--- src/rtl/deflate_pkg.sv ---
// rtl/deflate_pkg.sv - shared types and constants for the fixed-Huffman DEFLATE encoder
package deflate_pkg;

  // Encoder control states
  typedef enum logic [2:0] {
    ST_IDLE,
    ST_DATA,
    ST_EOB,
    ST_FLUSH,
    ST_DONE
  } state_t;

  // Block header: BFINAL=1 in bit 0, BTYPE=01 (fixed Huffman) in bits 2:1
  localparam logic [2:0] HDR_FIXED_FINAL = 3'b011;
  localparam logic [4:0] HDR_LEN         = 5'd3;

  // End-of-block symbol 256 is seven zero bits in the fixed table
  localparam logic [4:0] EOB_LEN = 5'd7;

  // Fixed literal code bases and the split between 8-bit and 9-bit codes
  localparam logic [7:0] LIT_BASE_LO = 8'h30;
  localparam logic [8:0] LIT_BASE_HI = 9'h190;
  localparam logic [7:0] LIT_SPLIT   = 8'd144;

endpackage

--- src/rtl/fixed_huff_lit_enc.sv ---
// rtl/fixed_huff_lit_enc.sv - combinational fixed-Huffman literal code lookup, bit-reversed for LSB-first packing
module fixed_huff_lit_enc
  import deflate_pkg::*;
(
  input  logic [7:0] i_lit,
  output logic [8:0] o_code,
  output logic [3:0] o_len
);

  logic [7:0] w_lo_code;
  logic [8:0] w_hi_code;
  logic [7:0] w_lo_rev;
  logic [8:0] w_hi_rev;
  logic [7:0] w_hi_off;

  // Canonical codes are defined MSB-first; reversing them lets the packer
  // insert at the low end of the accumulator and still emit the MSB first.
  always_comb begin
    w_hi_off  = i_lit - LIT_SPLIT;
    w_lo_code = LIT_BASE_LO + i_lit;
    w_hi_code = LIT_BASE_HI + {1'b0, w_hi_off};
    w_lo_rev  = '0;
    w_hi_rev  = '0;
    for (int i = 0; i < 8; i++) begin
      w_lo_rev[i] = w_lo_code[7-i];
    end
    for (int i = 0; i < 9; i++) begin
      w_hi_rev[i] = w_hi_code[8-i];
    end
    if (i_lit < LIT_SPLIT) begin
      o_code = {1'b0, w_lo_rev};
      o_len  = 4'd8;
    end else begin
      o_code = w_hi_rev;
      o_len  = 4'd9;
    end
  end

endmodule

--- src/rtl/deflate_fixed_enc.sv ---
// rtl/deflate_fixed_enc.sv - literal-only DEFLATE encoder emitting one final fixed-Huffman block
module deflate_fixed_enc
  import deflate_pkg::*;
(
  input  logic       clk,
  input  logic       rst,
  input  logic       start,
  input  logic       exit,
  input  logic [7:0] data_in,
  input  logic       data_in_vld,
  input  logic       data_in_last,
  output logic       data_in_rdy,
  output logic [7:0] data_out,
  output logic       data_out_vld,
  input  logic       data_out_rdy,
  output logic       encode_finish
);

  state_t      r_state;
  state_t      w_state_nxt;
  logic [15:0] r_acc;
  logic [15:0] w_acc_nxt;
  logic [4:0]  r_cnt;
  logic [4:0]  w_cnt_nxt;

  logic [8:0]  w_code;
  logic [3:0]  w_len;
  logic        w_cnt_ge8;
  logic        w_in_hs;
  logic        w_out_hs;
  logic [7:0]  w_mask;

  fixed_huff_lit_enc u_lit_enc (
    .i_lit  (data_in),
    .o_code (w_code),
    .o_len  (w_len)
  );

  // Handshake outputs; in FLUSH the byte below cnt is padded with zeros
  always_comb begin
    w_cnt_ge8     = (r_cnt >= 5'd8);
    data_in_rdy   = (r_state == ST_DATA) && !w_cnt_ge8;
    data_out_vld  = (r_state == ST_FLUSH) ? (r_cnt != 5'd0) : w_cnt_ge8;
    encode_finish = (r_state == ST_DONE);
    w_mask        = 8'hFF;
    if (r_state == ST_FLUSH) begin
      for (int i = 0; i < 8; i++) begin
        w_mask[i] = (r_cnt > 5'(i));
      end
    end
    data_out = r_acc[7:0] & w_mask;
    w_in_hs  = data_in_rdy && data_in_vld;
    w_out_hs = data_out_vld && data_out_rdy;
  end

  // Next state and accumulator update; a drain takes precedence over an insert
  always_comb begin
    w_state_nxt = r_state;
    w_acc_nxt   = r_acc;
    w_cnt_nxt   = r_cnt;
    case (r_state)
      ST_IDLE: begin
        if (start) begin
          w_acc_nxt   = {13'd0, HDR_FIXED_FINAL};
          w_cnt_nxt   = HDR_LEN;
          w_state_nxt = ST_DATA;
        end
      end
      ST_DATA: begin
        if (w_out_hs) begin
          w_acc_nxt = r_acc >> 8;
          w_cnt_nxt = r_cnt - 5'd8;
        end else if (w_in_hs) begin
          w_acc_nxt = r_acc | ({7'd0, w_code} << r_cnt);
          w_cnt_nxt = r_cnt + {1'b0, w_len};
          if (data_in_last) begin
            w_state_nxt = ST_EOB;
          end
        end
      end
      ST_EOB: begin
        if (w_out_hs) begin
          w_acc_nxt = r_acc >> 8;
          w_cnt_nxt = r_cnt - 5'd8;
        end else if (!w_cnt_ge8) begin
          // EOB code bits are all zero, so only the count advances
          w_cnt_nxt   = r_cnt + EOB_LEN;
          w_state_nxt = ST_FLUSH;
        end
      end
      ST_FLUSH: begin
        if (w_out_hs) begin
          w_acc_nxt = r_acc >> 8;
          if (w_cnt_ge8 && (r_cnt != 5'd8)) begin
            w_cnt_nxt = r_cnt - 5'd8;
          end else begin
            w_cnt_nxt   = 5'd0;
            w_state_nxt = ST_DONE;
          end
        end else if (r_cnt == 5'd0) begin
          w_state_nxt = ST_DONE;
        end
      end
      ST_DONE: begin
        w_state_nxt = ST_IDLE;
      end
      default: begin
        w_state_nxt = ST_IDLE;
      end
    endcase
    if (exit) begin
      w_state_nxt = ST_IDLE;
      w_acc_nxt   = '0;
      w_cnt_nxt   = '0;
    end
  end

  // State and accumulator registers
  always_ff @(posedge clk) begin
    if (rst) begin
      r_state <= ST_IDLE;
      r_acc   <= '0;
      r_cnt   <= '0;
    end else begin
      r_state <= w_state_nxt;
      r_acc   <= w_acc_nxt;
      r_cnt   <= w_cnt_nxt;
    end
  end

endmodule

--- config.mk ---
export PLATFORM = sky130hd
export DESIGN_NAME = deflate_fixed_enc
export DESIGN_NICKNAME = d
export VERILOG_FILES = /design/src/rtl/deflate_pkg.sv /design/src/rtl/fixed_huff_lit_enc.sv /design/src/rtl/deflate_fixed_enc.sv
export SDC_FILE = /design/constraint.sdc
export NUM_CORES = 1
export LEC_CHECK = 0
export BUFFER_PORTS_ARGS = -buffer_cell sky130_fd_sc_hd__buf_2
export CELL_PAD_IN_SITES_DETAIL_PLACEMENT = 1
export CELL_PAD_IN_SITES_GLOBAL_PLACEMENT = 2
export CORE_MARGIN = 4
export CORE_UTILIZATION = 37
export CTS_BUF_LIST = sky130_fd_sc_hd__clkbuf_4 sky130_fd_sc_hd__clkbuf_8
export DETAILED_ROUTE_END_ITERATION = 8
export PLACE_DENSITY_LB_ADDON = 0.1
export SYNTH_ARGS = -nofsm -noshare
export SYNTH_HDL_FRONTEND = slang
export SYNTH_HIERARCHICAL = 1
export SYNTH_SLANG_ARGS = --single-unit
export TNS_END_PERCENT = 50
--- constraint.sdc ---
create_clock -name clk -period 2.95 [get_ports clk]
set_input_delay 0.295 -clock clk [delete_from_list [all_inputs] [get_ports clk]]
set_output_delay 0.295 -clock clk [all_outputs]
set_load 0.01 [all_outputs]
Word level (Yosys, flattened, before mapping). Index checks and enable logic that the tools add are counted.

Output and inout port bits: 11. Flip-flop bits (word level): 24.

Reductions and logical operators: 15. Add/sub/neg operators: 6. Shift-type cells: 1. Bitwise operators: 2. Multiplexer cells: 27. Order comparisons: 10. Equal/unequal tests: 17.

Operators with widths (number): 16-bit two-way mux (4); 16-bit one-hot mux with 3 select lines (1); 5-bit two-way mux (7); 3-bit two-way mux (9); 5-bit by 3-bit greater-than comparator with 1-bit output (second input constant) (4); 5-bit one-hot mux with 4 select lines (1); 16-bit bitwise OR (1); 9-bit by 5-bit left shift with 16-bit output (1); 2-bit inequality test (second input constant) (7); 3-bit one-hot mux with 4 select lines (1); 5-bit by 1-bit greater-than comparator with 1-bit output (second input constant) (2); 5-bit by 2-bit greater-than comparator with 1-bit output (second input constant) (2); 9-bit by 8-bit adder with 9-bit output (first input constant) (1); 9-bit two-way mux (1); 3-bit inequality test (second input constant) (3); 6-bit by 8-bit adder with 8-bit output (first input constant) (1); 8-bit bitwise AND (1); 8-bit less-than comparator (second input constant) (1); 8-bit two-way mux (1); 8-bit AND reduction (1); 8-bit subtractor (second input constant) (1); 3-bit by 2-bit == test with 1-bit output (second input constant) (2); 5-bit by 3-bit adder with 5-bit output (second input constant) (1); 5-bit by 4-bit adder with 5-bit output (1); other kinds (18) (23).

Logic depth before layout (Yosys ltp).
Word-level depth: 8. Mapped depth: 12. Gate-level depth less buffers: 12.

Modules after synthesis. The synthesis kept the hierarchy.

Modules (own cells, without submodules): deflate_fixed_enc (area an instance 2321.0 sq um, cells an instance 277, sequential area each 480.5 sq um, instances 1); fixed_huff_lit_enc (area an instance 214.0 sq um, cells an instance 29, sequential area each 0.0 sq um, instances 1).

Least setup slack after synthesis. Ideal clock, no wire load.

Path kind: reg-to-reg. Start point: reg r_cnt[1]. End point: reg r_cnt[2]. Data arrival time: 2.261 ns. Library setup time: 0.117 ns. Clock period less this slack: 2.378 ns. Buffers on the path: 2. Stages on the path, launching flop included: 10. Slack: 0.572 ns. Required time: 2.833 ns. Cells stage by stage: dfxtp_1 > buf_2 > buf_2 > inv_1 > ha_1 > nor4b_2 > nor2_1 > or4_4 > and3_4 > a32o_1.

Word-level cells in the longest chain between the ends: 6. Elaborated cells between the ends (all ways): 23. Those cells by class: 3 x add/sub; 1 x order compare; 4 x eq/ne; 8 x mux; 7 x reduce/logical.

RTL lines: from (decl) (RTL line deflate_fixed_enc.sv:23) `logic [4:0] r_cnt;`; from (signal assigned) (RTL line deflate_fixed_enc.sv:127) `r_cnt <= w_cnt_nxt;`; 5-bit by 4-bit greater-or-equal comparator with 1-bit output (RTL line deflate_fixed_enc.sv:41) `w_cnt_ge8 = (r_cnt >= 5'd8);`; 1-bit zero test; 1-bit logical AND (RTL line deflate_fixed_enc.sv:42) `data_in_rdy = (r_state == ST_DATA) && !w_cnt_ge8;`; 1-bit logical AND (RTL line deflate_fixed_enc.sv:52) `w_in_hs = data_in_rdy && data_in_vld;`; 3-bit inequality test (no line); 5-bit AND reduction (no line).

Parallel ways exist; a longest one is shown, timed or not. The select of a mux whose other input is x is not followed. A chain may end at the register's enable or synchronous reset.

Worst setup path in the final report.
Start point: reg r_cnt[3]. End point: reg r_cnt[4].

Same word-level chain as after synthesis.

==> impl_metrics.csv <==
group,metric,value,unit
floorplan,die_height,90.77,um
worst_setup_path,rr_worst_depth,5,
detailed_routing,postRouteAntennaNets,0,
cells_and_area,drive_above_1_share,23.62,%
worst_setup_path,timing.rr.start,"r_cnt[3]",
timing,timing.slew.headroom,57.69,%
detailed_routing,drt-met1-wl,3.783,mm
clocking,cts.sinks,24,
worst_setup_path,crit_fanout,15,
synthesis,syn_area,2535,um^2
timing,period_minus_slack,2.510,ns
cells_and_area,fin_cells,403,
placed_design,gp_congestion,0.8025,
clocking,clockBufferDepth,2,
floorplan,die_width,90.77,um
min_path,holdPathEnd,"r_state[1]",
grt,grt-ovfl-total,0,
clocking,cts_hold_buf,0,
worst_setup_path,cp_slowest_cell,"dfxtp_1",
timing,hold_viol_final,0,
grt,grt_max_degree,26,
power,p_sw,0.2779,mW
detailed_routing,wl_met2,3.930,mm
cells_and_area,final_cell_mix,"buf_2 (25), dfxtp_1 (24), nand2_1 (17), nor2_1 (17)",
power,clkPwrFrac,34.3,%
outcome,outcome,"finished clean",
synthesis,synthCells,306,
detailed_routing,wl_per_cell,20.20,um
timing,finalSetupTns,0,ns
detailed_routing,routed-via-count,2516,
floorplan,std_cell_rows,29,
worst_setup_path,worstPathRequired,3.14,ns
clocking,cts_tree,"built",
min_path,hold_path.class,"in -> reg",
detailed_routing,drt_iter0_drc,119,
timing,grt_setup_unrepaired,"false",
cells_and_area,final_cell_area,2821,um^2
synthesis,synth_edf_count,0,
placed_design,place_area,2750,um^2
power,seqPwrFrac,37.7,%
clocking,ctsHtreeMaxLevel,1,
worst_setup_path,start_kind,"flop",
timing,fmax,398.4,MHz
cells_and_area,synthToLayoutAreaGrowth,11.30,%
min_path,hold_depth,4,
synthesis,synthFlopType,"dfxtp_1",
clocking,ctsResizeCount,0,
cells_and_area,antenna_cells,0,
timing,whs,0.4142,ns
worst_setup_path,path_cells,"nor4b_4, a211oi_1, or4_4, and3_4, o32ai_1",
placed_design,dp_cells,399,
floorplan,start_util,39.03,%
clocking,cts_setup_buffers,0,
power,power.internal,0.6158,mW
timing,setup_viol,0,
power,finalPower,0.8937,mW
power,netSwitchingFraction,31.09,%
cells_and_area,num-nets-final,354,
power,max-vdd-ir-drop,0.0002603,V
cells_and_area,multi_input_area,1891,um^2
detailed_routing,wl_met3,327,um
grt,antenna_found_initial,0,
synthesis,syn_avg_cell_area,8.284,um^2
floorplan,core-area,6495,um^2
cells_and_area,regArea,480.5,um^2
worst_setup_path,cp_top_family,"simple AND/OR/NAND/NOR gates",
clocking,clockRootBuffer,"clkbuf_8",
timing,min_period_over_period,85.08,%
cells_and_area,layout_commonest_cell,"buf_2",
grt,grt_pass1_wl,13.55,mm
placed_design,hpwlAfterDp,6.314,mm
clocking,clkTransAtPathRegs,0.10,ns
detailed_routing,post_drt_via_cell_ratio,6.243,
synthesis,synthDistinctLibCells,74,
timing,worstMarginPinSlew,0.6323,ns
worst_setup_path,endpoint_kind,"flop",
detailed_routing,firstDrtPassIters,4,
floorplan,ios,26,
synthesis,synth_seq_cells,24,
power,powerDensity,316.7,nW/um^2
placed_design,dp_slack,0.2808,ns
flow_run,cap_violations,0,
clocking,clock_latency,0.28,ns
clocking,cts-buffers-inserted,3,
synthesis,async_flop_share,0,%
synthesis,yosysSeqAreaShare,18.95,%
cells_and_area,fillCellCount,792,
cells_and_area,finish.utilization,43.44,%
synthesis,ys_warn_count,6,
placed_design,port_buffers,25,
power,comb_power_share,28.0,%
timing,slew_violations,0,
power,p_leak,1.116,nW
worst_setup_path,crit_type,"reg -> reg",
worst_setup_path,crit_buf_inv,0,
worst_setup_path,r2r-end,"r_cnt[4]",
timing,skew,0.009681,ns
worst_setup_path,cp_slowest_stage_delay,0.74,ns
grt,grt_util_all_layers,19.91,%
detailed_routing,routed_wl,8.139,mm
detailed_routing,highest_layer,"met4",
floorplan,die_area,8239,um^2
min_path,worstHoldStart,"data_in_last",
detailed_routing,drc,0,
grt,grt_pass1_vias,2588,
worst_setup_path,ff2ff_setup_slack,0.44,ns
worst_setup_path,critical_path_arrival,2.70,ns
timing,final.setup.worst_slack,0.4401,ns
## final cells by class
cell class / count / area share (%)
inverters: 14 / 1.863
repair buffers: 39 / 8.160
multi-input cells: 245 / 67.01
flip-flops and latches: 24 / 17.03
clock inverters: 1 / 1.064
clock buffers: 3 / 1.463
well taps: 77 / 3.415
## cells by family (layout without fill, tap and decap cells)
family,Yosys count,in the layout,share of synthesized area (%)
AOI/OAI and AO/OA,108,108,32.43
xor gates and xnor gates,5,5,1.727
adders and majority gates,12,12,6.219
buffers and inverters,38,57,6.614
DFF,24,24,18.95
muxes,24,24,12.24
other,2,3,0.2963
and+or+nand+nor,93,93,21.52
## synthesized netlist by cell type, drive strengths merged (3+ instances only)
library cell	n	share of area, %
a211o	3	1.1
a211oi	9	2.9
a21o	3	0.89
a21oi	14	2.8
a221oi	6	2.1
a22oi	5	1.5
a31oi	6	1.5
a32oi	3	1.0
and2	5	1.2
and3	5	1.5
buf	12	2.8
clkbuf	12	1.8
dfxtp	24	19
ha	11	5.4
inv	12	1.8
mux2	8	4.1
mux2i	13	5.1
mux4	3	3.0
nand2	18	3.0
nand2b	6	1.8
nand3	11	2.2
nand4	4	0.99
nor2	17	2.5
nor2b	3	0.74
nor3	8	1.6
o211ai	4	1.7
o21a	5	1.5
o21ai	14	2.9
o2bb2ai	9	3.1
o31a	5	1.7
o31ai	6	1.8
o32ai	3	1.0
or2	3	0.74
xnor2	4	1.4
## flip-flops by register name, summed over array words and instances, names as in the netlist
| register | count |
|---|---|
| r_state | 3 |
| r_acc | 16 |
| r_cnt | 5 |
## routing by layer
metal | track usage (%) | vias up
met5 | 0 | -
met4 | 2.513 | 0
met3 | 2.750 | 8
met2 | 34.47 | 60
met1 | 26.96 | 1234
li1 | - | 1214
## worst register-to-register path: stages, from the launching register on
cell	delay, ns
dfxtp_1	0.74
nor4b_4	0.56
a211oi_1	0.17
or4_4	0.52
and3_4	0.20
o32ai_1	0.24
## worst max-delay path by stage
stage	startpoint	endpoint	slack, ns	cells after the start
after floorplan	r_cnt[1]	r_cnt[2]	0.57	9
after global placement	data_in[4]	r_acc[7]	0.37	12
after detailed placement	data_in[4]	r_acc[7]	0.28	12
after CTS	r_cnt[3]	data_out[2]	0.47	6
after global routing	r_cnt[3]	r_acc[1]	0.28	5
final	r_cnt[3]	r_cnt[4]	0.44	5
## power by group through the flow
stage                     Clock [mW]  Sequential (mW)  Combinational (mW)
final                          0.306            0.337               0.251
after global placement             0            0.344               0.249
after detailed placement           0            0.345               0.251
after global routing           0.325            0.339               0.277
after CTS                      0.311            0.337               0.252
after floorplan                    0            0.342               0.182
(Power assumes the default switching activity.)
